==> config.mk <==
export PLATFORM = sky130hd
export DESIGN_NAME = freq_meter_flat
export DESIGN_NICKNAME = d
export VERILOG_FILES = /design/src/rtl/freq_meter_pkg.sv /design/src/rtl/freq_meter_if.sv /design/src/rtl/edge_sync.sv /design/src/rtl/freq_meter.sv /design/src/flat_wrapper.sv
export SDC_FILE = /design/constraint.sdc
export NUM_CORES = 1
export LEC_CHECK = 0
export ABC_AREA = 1
export BUFFER_PORTS_ARGS = -buffer_cell sky130_fd_sc_hd__buf_2
export CORE_MARGIN = 2
export CORE_UTILIZATION = 33
export CTS_BUF_LIST = sky130_fd_sc_hd__clkbuf_8
export DETAILED_ROUTE_END_ITERATION = 10
export MAX_ROUTING_LAYER = met4
export REMOVE_ABC_BUFFERS = 1
export SLEW_MARGIN = 20
export SYNTH_ARGS = -nofsm -noshare
export SYNTH_HDL_FRONTEND = slang
export SYNTH_SLANG_ARGS = --single-unit
==> constraint.sdc <==
create_clock -name clk -period 1.74 [get_ports clk]
set_input_delay 0.174 -clock clk [delete_from_list [all_inputs] [get_ports clk]]
set_output_delay 0.174 -clock clk [all_outputs]
set_load 0.03 [all_outputs]
==> src/rtl/freq_meter_pkg.sv <==
// freq_meter_pkg: frequency codes, divisors and FSM state shared by the frequency meter.
package freq_meter_pkg;
    localparam logic [1:0] FREQ_1HZ  = 2'd0;
    localparam logic [1:0] FREQ_2HZ  = 2'd1;
    localparam logic [1:0] FREQ_5HZ  = 2'd2;
    localparam logic [1:0] FREQ_10HZ = 2'd3;
    localparam int DIV_1HZ  = 1;
    localparam int DIV_2HZ  = 2;
    localparam int DIV_5HZ  = 5;
    localparam int DIV_10HZ = 10;
    typedef enum logic {IDLE, RUN} state_t;
    function automatic int divisor(input logic [1:0] code);
        return code == FREQ_1HZ ? DIV_1HZ : code == FREQ_2HZ ? DIV_2HZ :
               code == FREQ_5HZ ? DIV_5HZ : DIV_10HZ;
    endfunction
endpackage

==> src/rtl/freq_meter_if.sv <==
// freq_meter_if: square-wave input and measurement results of the frequency meter.
interface freq_meter_if #(parameter int CW = 28);
    logic          sig_in;
    logic [1:0]    sel_freq_det;
    logic [CW-1:0] period;
    logic          valid;
    logic          match;
    logic          locked;
    logic          no_signal;
    modport master (output sig_in, input sel_freq_det, period, valid, match, locked, no_signal);
    modport slave  (input sig_in, output sel_freq_det, period, valid, match, locked, no_signal);
endinterface

==> src/rtl/edge_sync.sv <==
// edge_sync: 2-flop synchronizer plus a third flop giving a one-cycle rising-edge pulse.
module edge_sync (
    input  logic clk,
    input  logic rst,
    input  logic d_i,
    output logic e_o
);
    logic [2:0] s_q;
    always_ff @(posedge clk) begin
        if (rst) s_q <= '0;
        else     s_q <= {s_q[1:0], d_i};
    end
    assign e_o = s_q[1] & ~s_q[2];
endmodule

==> src/rtl/freq_meter.sv <==
// freq_meter: counts clocks between rising edges of sig_in, classifies the period
// into one of the 1/2/5/10 Hz codes and tracks lock and loss of signal.
module freq_meter
    import freq_meter_pkg::*;
#(
    parameter int SYS_FREQ  = 100_000_000,
    parameter int TOL_SHIFT = 6,
    parameter int CW        = $clog2(2*SYS_FREQ+1)
) (
    input  logic clk,
    input  logic rst,
    freq_meter_if.slave bus
);
    localparam logic [CW-1:0] TIMEOUT = CW'(2*SYS_FREQ);

    logic          e;
    state_t        state_q, state_d;
    logic [CW-1:0] cnt_q, cnt_d, period_q, period_d;
    logic          valid_q, valid_d, match_q, match_d, locked_q, locked_d;
    logic          cand_v_q, cand_v_d, nosig_q, nosig_d;
    logic [1:0]    sel_q, sel_d, cand_q, cand_d, code;
    logic [3:0]    hit;

    edge_sync u_sync (.clk(clk), .rst(rst), .d_i(bus.sig_in), .e_o(e));

    for (genvar g = 0; g < 4; g++) begin : g_win
        localparam int P = SYS_FREQ / divisor(2'(g));
        localparam int T = P >> TOL_SHIFT;
        assign hit[g] = cnt_q >= CW'(P - T) && cnt_q <= CW'(P + T);
    end

    // lowest code wins when windows overlap
    assign code = hit[0] ? FREQ_1HZ : hit[1] ? FREQ_2HZ : hit[2] ? FREQ_5HZ : FREQ_10HZ;

    always_comb begin
        state_d  = state_q;
        cnt_d    = cnt_q;
        period_d = period_q;
        valid_d  = 1'b0;
        match_d  = match_q;
        locked_d = locked_q;
        sel_d    = sel_q;
        cand_d   = cand_q;
        cand_v_d = cand_v_q;
        nosig_d  = nosig_q;
        if (state_q == IDLE) begin
            if (e) begin
                state_d = RUN;
                cnt_d   = CW'(1);
                nosig_d = 1'b0;
            end
        end else if (e) begin
            cnt_d    = CW'(1);
            period_d = cnt_q;
            valid_d  = 1'b1;
            match_d  = |hit;
            if (!(|hit)) begin
                cand_v_d = 1'b0;
                locked_d = 1'b0;
            end else if (cand_v_q && code == cand_q) begin
                locked_d = 1'b1;
                sel_d    = code;
            end else begin
                cand_d   = code;
                cand_v_d = 1'b1;
                locked_d = 1'b0;
            end
        end else if (cnt_q == TIMEOUT) begin
            state_d  = IDLE;
            nosig_d  = 1'b1;
            locked_d = 1'b0;
            cand_v_d = 1'b0;
        end else begin
            cnt_d = cnt_q + CW'(1);
        end
    end

    always_ff @(posedge clk) begin
        if (rst) begin
            state_q  <= IDLE;
            cnt_q    <= '0;
            period_q <= '0;
            valid_q  <= 1'b0;
            match_q  <= 1'b0;
            locked_q <= 1'b0;
            sel_q    <= FREQ_1HZ;
            cand_q   <= FREQ_1HZ;
            cand_v_q <= 1'b0;
            nosig_q  <= 1'b1;
        end else begin
            state_q  <= state_d;
            cnt_q    <= cnt_d;
            period_q <= period_d;
            valid_q  <= valid_d;
            match_q  <= match_d;
            locked_q <= locked_d;
            sel_q    <= sel_d;
            cand_q   <= cand_d;
            cand_v_q <= cand_v_d;
            nosig_q  <= nosig_d;
        end
    end

    assign bus.sel_freq_det = sel_q;
    assign bus.period       = period_q;
    assign bus.valid        = valid_q;
    assign bus.match        = match_q;
    assign bus.locked       = locked_q;
    assign bus.no_signal    = nosig_q;
endmodule

==> src/flat_wrapper.sv <==
// flat-port wrapper written by rule: the top's interface ports become plain ports
module freq_meter_flat import freq_meter_pkg::*;
#(
    parameter int SYS_FREQ  = 100_000_000,
    parameter int TOL_SHIFT = 6,
    parameter int CW        = $clog2(2*SYS_FREQ+1)
)
  (clk, rst, bus_sig_in, bus_sel_freq_det, bus_period, bus_valid, bus_match, bus_locked, bus_no_signal);
  freq_meter_if #(.CW(CW)) bus_i ();
  input  logic clk;
  input  logic rst;
  input wire logic [$bits(bus_i.sig_in)-1:0] bus_sig_in;
  output wire logic [$bits(bus_i.sel_freq_det)-1:0] bus_sel_freq_det;
  output wire logic [$bits(bus_i.period)-1:0] bus_period;
  output wire logic [$bits(bus_i.valid)-1:0] bus_valid;
  output wire logic [$bits(bus_i.match)-1:0] bus_match;
  output wire logic [$bits(bus_i.locked)-1:0] bus_locked;
  output wire logic [$bits(bus_i.no_signal)-1:0] bus_no_signal;
  assign bus_i.sig_in = bus_sig_in;
  assign bus_sel_freq_det = bus_i.sel_freq_det;
  assign bus_period = bus_i.period;
  assign bus_valid = bus_i.valid;
  assign bus_match = bus_i.match;
  assign bus_locked = bus_i.locked;
  assign bus_no_signal = bus_i.no_signal;
  freq_meter #(.SYS_FREQ(SYS_FREQ), .TOL_SHIFT(TOL_SHIFT), .CW(CW)) u_core (.clk(clk), .rst(rst), .bus(bus_i));
endmodule
==> impl_metrics.tcl <==
set metrics [dict create \
    diodes 0 \
    min_period_ps 1970 \
    relSlewSlack_pct 77.7 \
    syn_to_final_growth_pct 78.0 \
    initial_core_util_pct 33.6 \
    cts.sinks 69 \
    syn_area_per_cell_um2 6.27 \
    fin_area_um2 7510 \
    clock-root-buffer "clkbuf_8" \
    rsz0062_at_grt "yes" \
    skew_ps 6.73 \
    drtIter0Drc 343 \
    grt_pass1_vias 5193 \
    via_per_inst 5.03 \
    die_w_um 117 \
    synth_simple_gate_area_share_pct 39.6 \
    synth_edf_count 0 \
    critPathMaxFanout 5 \
    slew_violations 0 \
    yosys.area_share.adder_pct 1.19 \
    synth-seq-cells 69 \
    wl_met1_mm 7.22 \
    portBuffers 36 \
    grt_usage_pct 26.8 \
    ios 37 \
    grt_max_degree 58 \
    grt-ovfl-total 0 \
    fmax_mhz 508 \
    multiInputGateArea_um2 3320 \
    ir_drop_v 0.000364 \
    final_antenna_net_count 0 \
    cp_top_family "simple AND/OR/NAND/NOR gates" \
    via_count 5490 \
    cp_common_cell "nand2_4" \
    clk_pin_slew_ps 70 \
    setup_ws_ps -227 \
    fillCellCount 1157 \
    place_inst 1031 \
    top_layer "met4" \
    crit_type "reg -> reg" \
    cts_tree "done" \
    critPathRequiredTime_ps 2020 \
    dieArea_um2 13700 \
    drt_wl_total_mm 17.7 \
    setup-violations-final 36 \
    cpPeakStageDelay_ps 390 \
    antenna_found_initial 0 \
    drive_above_1_share_pct 58.2 \
    synth-async-reset-ratio_pct 0 \
    synth_compound_area_share_pct 15.6 \
    p_leak_nw 3.53 \
    crit_arrival_ps 2250 \
    end_kind "register" \
    crit_chain "nand2_4, inv_4, nand2_4, nor3_4, inv_2, nor3_2, buf_4, nand4_1, nor2_4, a21oi_2, a211oi_2" \
    hold_class "in -> reg" \
    reg2regPathDepth 11 \
    die_h_um 117 \
    crit_cells 11 \
    wl_per_cell_um 16.2 \
    met2_wirelength_mm 8.78 \
    reg2reg_slack_ps -230 \
    dp_hpwl_mm 12.3 \
    drv_cap 0 \
    slowest_stage "dfxtp_4" \
    synth.area.mux_share_pct 0 \
    regArea_um2 1460 \
    hold_slack_ps 141 \
    synth-seq-area-share_pct 32.7 \
    layoutNonFillerInstCount 1091 \
    drt-pass1-iter-count 5 \
    dr_wl_met3_um 920 \
    hold_viol 0 \
    holdPathStages 2 \
    syn_area_um2 4220 \
    power_density_nw_per_um2 418 \
    clockBufferDepth 2 \
    rows 41 \
    drc_errors 0 \
    grt_pass1_wl_mm 26.7 \
    synth_top_family_by_area "simple AND/OR/NAND/NOR gates" \
    ys_warn_count 0 \
    synth_cell_type_count 39 \
    status "complete, but fails checks" \
    nNetsFinal 921 \
    cp_num_buf_inv 3 \
    synth_xor_area_share_pct 0.623 \
    finalCritPeriodShare_pct 113 \
    worst_pin_slew_ps 332 \
    routabilityCongestion 1.01 \
    clk_latency_ps 370 \
    core_area_um2 12600 \
    syn_inst 673 \
    cts.htree.levels 3 \
    postPlaceCellArea_um2 5820 \
    violations "negative setup slack" \
    ys.flop_type "dfxtp_1" \
    numCtsBuffers 9 \
    start_kind "register" \
]
[cell families (layout without fill, tap and decap cells)]
kind of cell             after synthesis  after routing
AND/OR/NAND/NOR                      369            369
AO/OA/AOI/OAI                        123            123
buffers and inverters                105            351
flip-flops                            69             69
adder cells (fa/ha/maj)                4              4
XOR/XNOR                               3              3
[sequential cells by signal, indices dropped and copies added, names as in the netlist]
register / cells
u_core.bus.period: 28
u_core.cnt_q: 28
u_core.u_sync.s_q: 3
u_core.bus.sel_freq_det: 2
u_core.cand_q: 2
u_core.bus.locked: 1
u_core.bus.match: 1
u_core.bus.no_signal: 1
u_core.bus.valid: 1
u_core.cand_v_q: 1
u_core.state_q: 1
[cell type report]
class	count	share of cell area [%]
Clock buffer	11	2.02
Clock inverter	5	0.267
Inverter	83	4.75
Multi-Input combinational cell	499	44.2
Sequential cell	69	19.5
Tap cell	172	2.87
Timing Repair Buffer	251	26.2
Timing Repair inverter	1	0.217
[power by group]
group / internal [mW] / leakage (nW) / switching [mW]
Combinational: 0.168 / 2.85 / 0.224
Clock: 0.572 / 0.104 / 0.596
Sequential: 1.57 / 0.577 / 0.00947
Total: 2.31 / 3.53 / 0.830
[layer usage]
metal,global-route usage (%),up-vias
met3,4.99,47
li1,-,2692
met5,-,-
met1,31.5,2575
met2,45.0,176
met4,11.0,0
[path summary, 6_finish.rpt]
check                                  startpoint                         endpoint
setup / recovery     u_core.cnt_q[3]$_SDFFE_PP0P_    u_core.cnt_q[25]$_SDFFE_PP0P_
hold / removal                                rst    u_core.bus.match$_SDFFE_PP0P_
setup reg to reg     u_core.cnt_q[3]$_SDFFE_PP0P_    u_core.cnt_q[25]$_SDFFE_PP0P_
hold reg to reg   u_core.u_sync.s_q[0]$_SDFF_PP0_  u_core.u_sync.s_q[1]$_SDFF_PP0_
[cell usage in the layout (no fill, tap or decap), drive strengths merged]
cell type and instances:
buf 250, nand2 164, nor2 113, inv 84
dfxtp 69, a21oi 59, o21ai 50, nand3 47
nor3 20, clkbuf 11, nand4 10, nor4 10
a211oi 5, clkinv 5, ha 4, a31oi 3
xor2 3, o211ai 2, o211a 2, o21bai 1
and3 1, and2 1, nand3b 1, or4 1
nor3b 1, o21a 1, dlygate4sd3 1
[worst register-to-register path, cell delays in order, from the launching register on]
cell and delay [ps]:
dfxtp_4 390, nand2_4 60, inv_4 70, nand2_4 60, nor3_4 180, inv_2 60, nor3_2 190, buf_4 160
nand4_1 170, nor2_4 260, a21oi_2 90, a211oi_2 190
[Yosys cell counts, types with 7 or more instances]
| cell | count | area share, % |
|---|---|---|
| a21oi_1 | 59 | 7.0 |
| buf_2 | 7 | 0.83 |
| clkbuf_1 | 9 | 0.80 |
| dfxtp_1 | 69 | 33 |
| inv_1 | 69 | 6.1 |
| inv_2 | 11 | 0.98 |
| nand2_1 | 152 | 14 |
| nand2_2 | 11 | 1.6 |
| nand3_1 | 45 | 5.3 |
| nand4_1 | 10 | 1.5 |
| nor2_1 | 103 | 9.2 |
| nor3_1 | 14 | 1.7 |
| nor4_1 | 10 | 1.5 |
| o21ai_0 | 42 | 5.0 |
| o21ai_1 | 8 | 0.95 |
[through the flow]
stage	setup TNS (ps)	util, %	total power, mW	setup slack [ps]
2_1_floorplan	-12930	-	1.75	-590
3_3_place_gp	-6010	46.3	1.89	-358
3_5_place_dp	-6400	46.3	1.89	-346
4_1_cts	-1980	54.6	3.19	-145
5_1_grt	-7830	59.8	3.27	-332
6_report	-4670	59.8	3.14	-227
[what timing repair did]
| item | CTS | global route |
|---|---|---|
| cloned | 3 | 0 |
| pin swaps | 48 | 74 |
| setup buffers | 27 | 18 |
| endpoints found under the hold margin | 1 | 0 |
| setup endpoints to repair | 36 | 36 |
| hold buffers | 1 | 0 |
| gates resized for setup | 196 | 168 |
No activity file was read; power rests on OpenSTA's default activity.
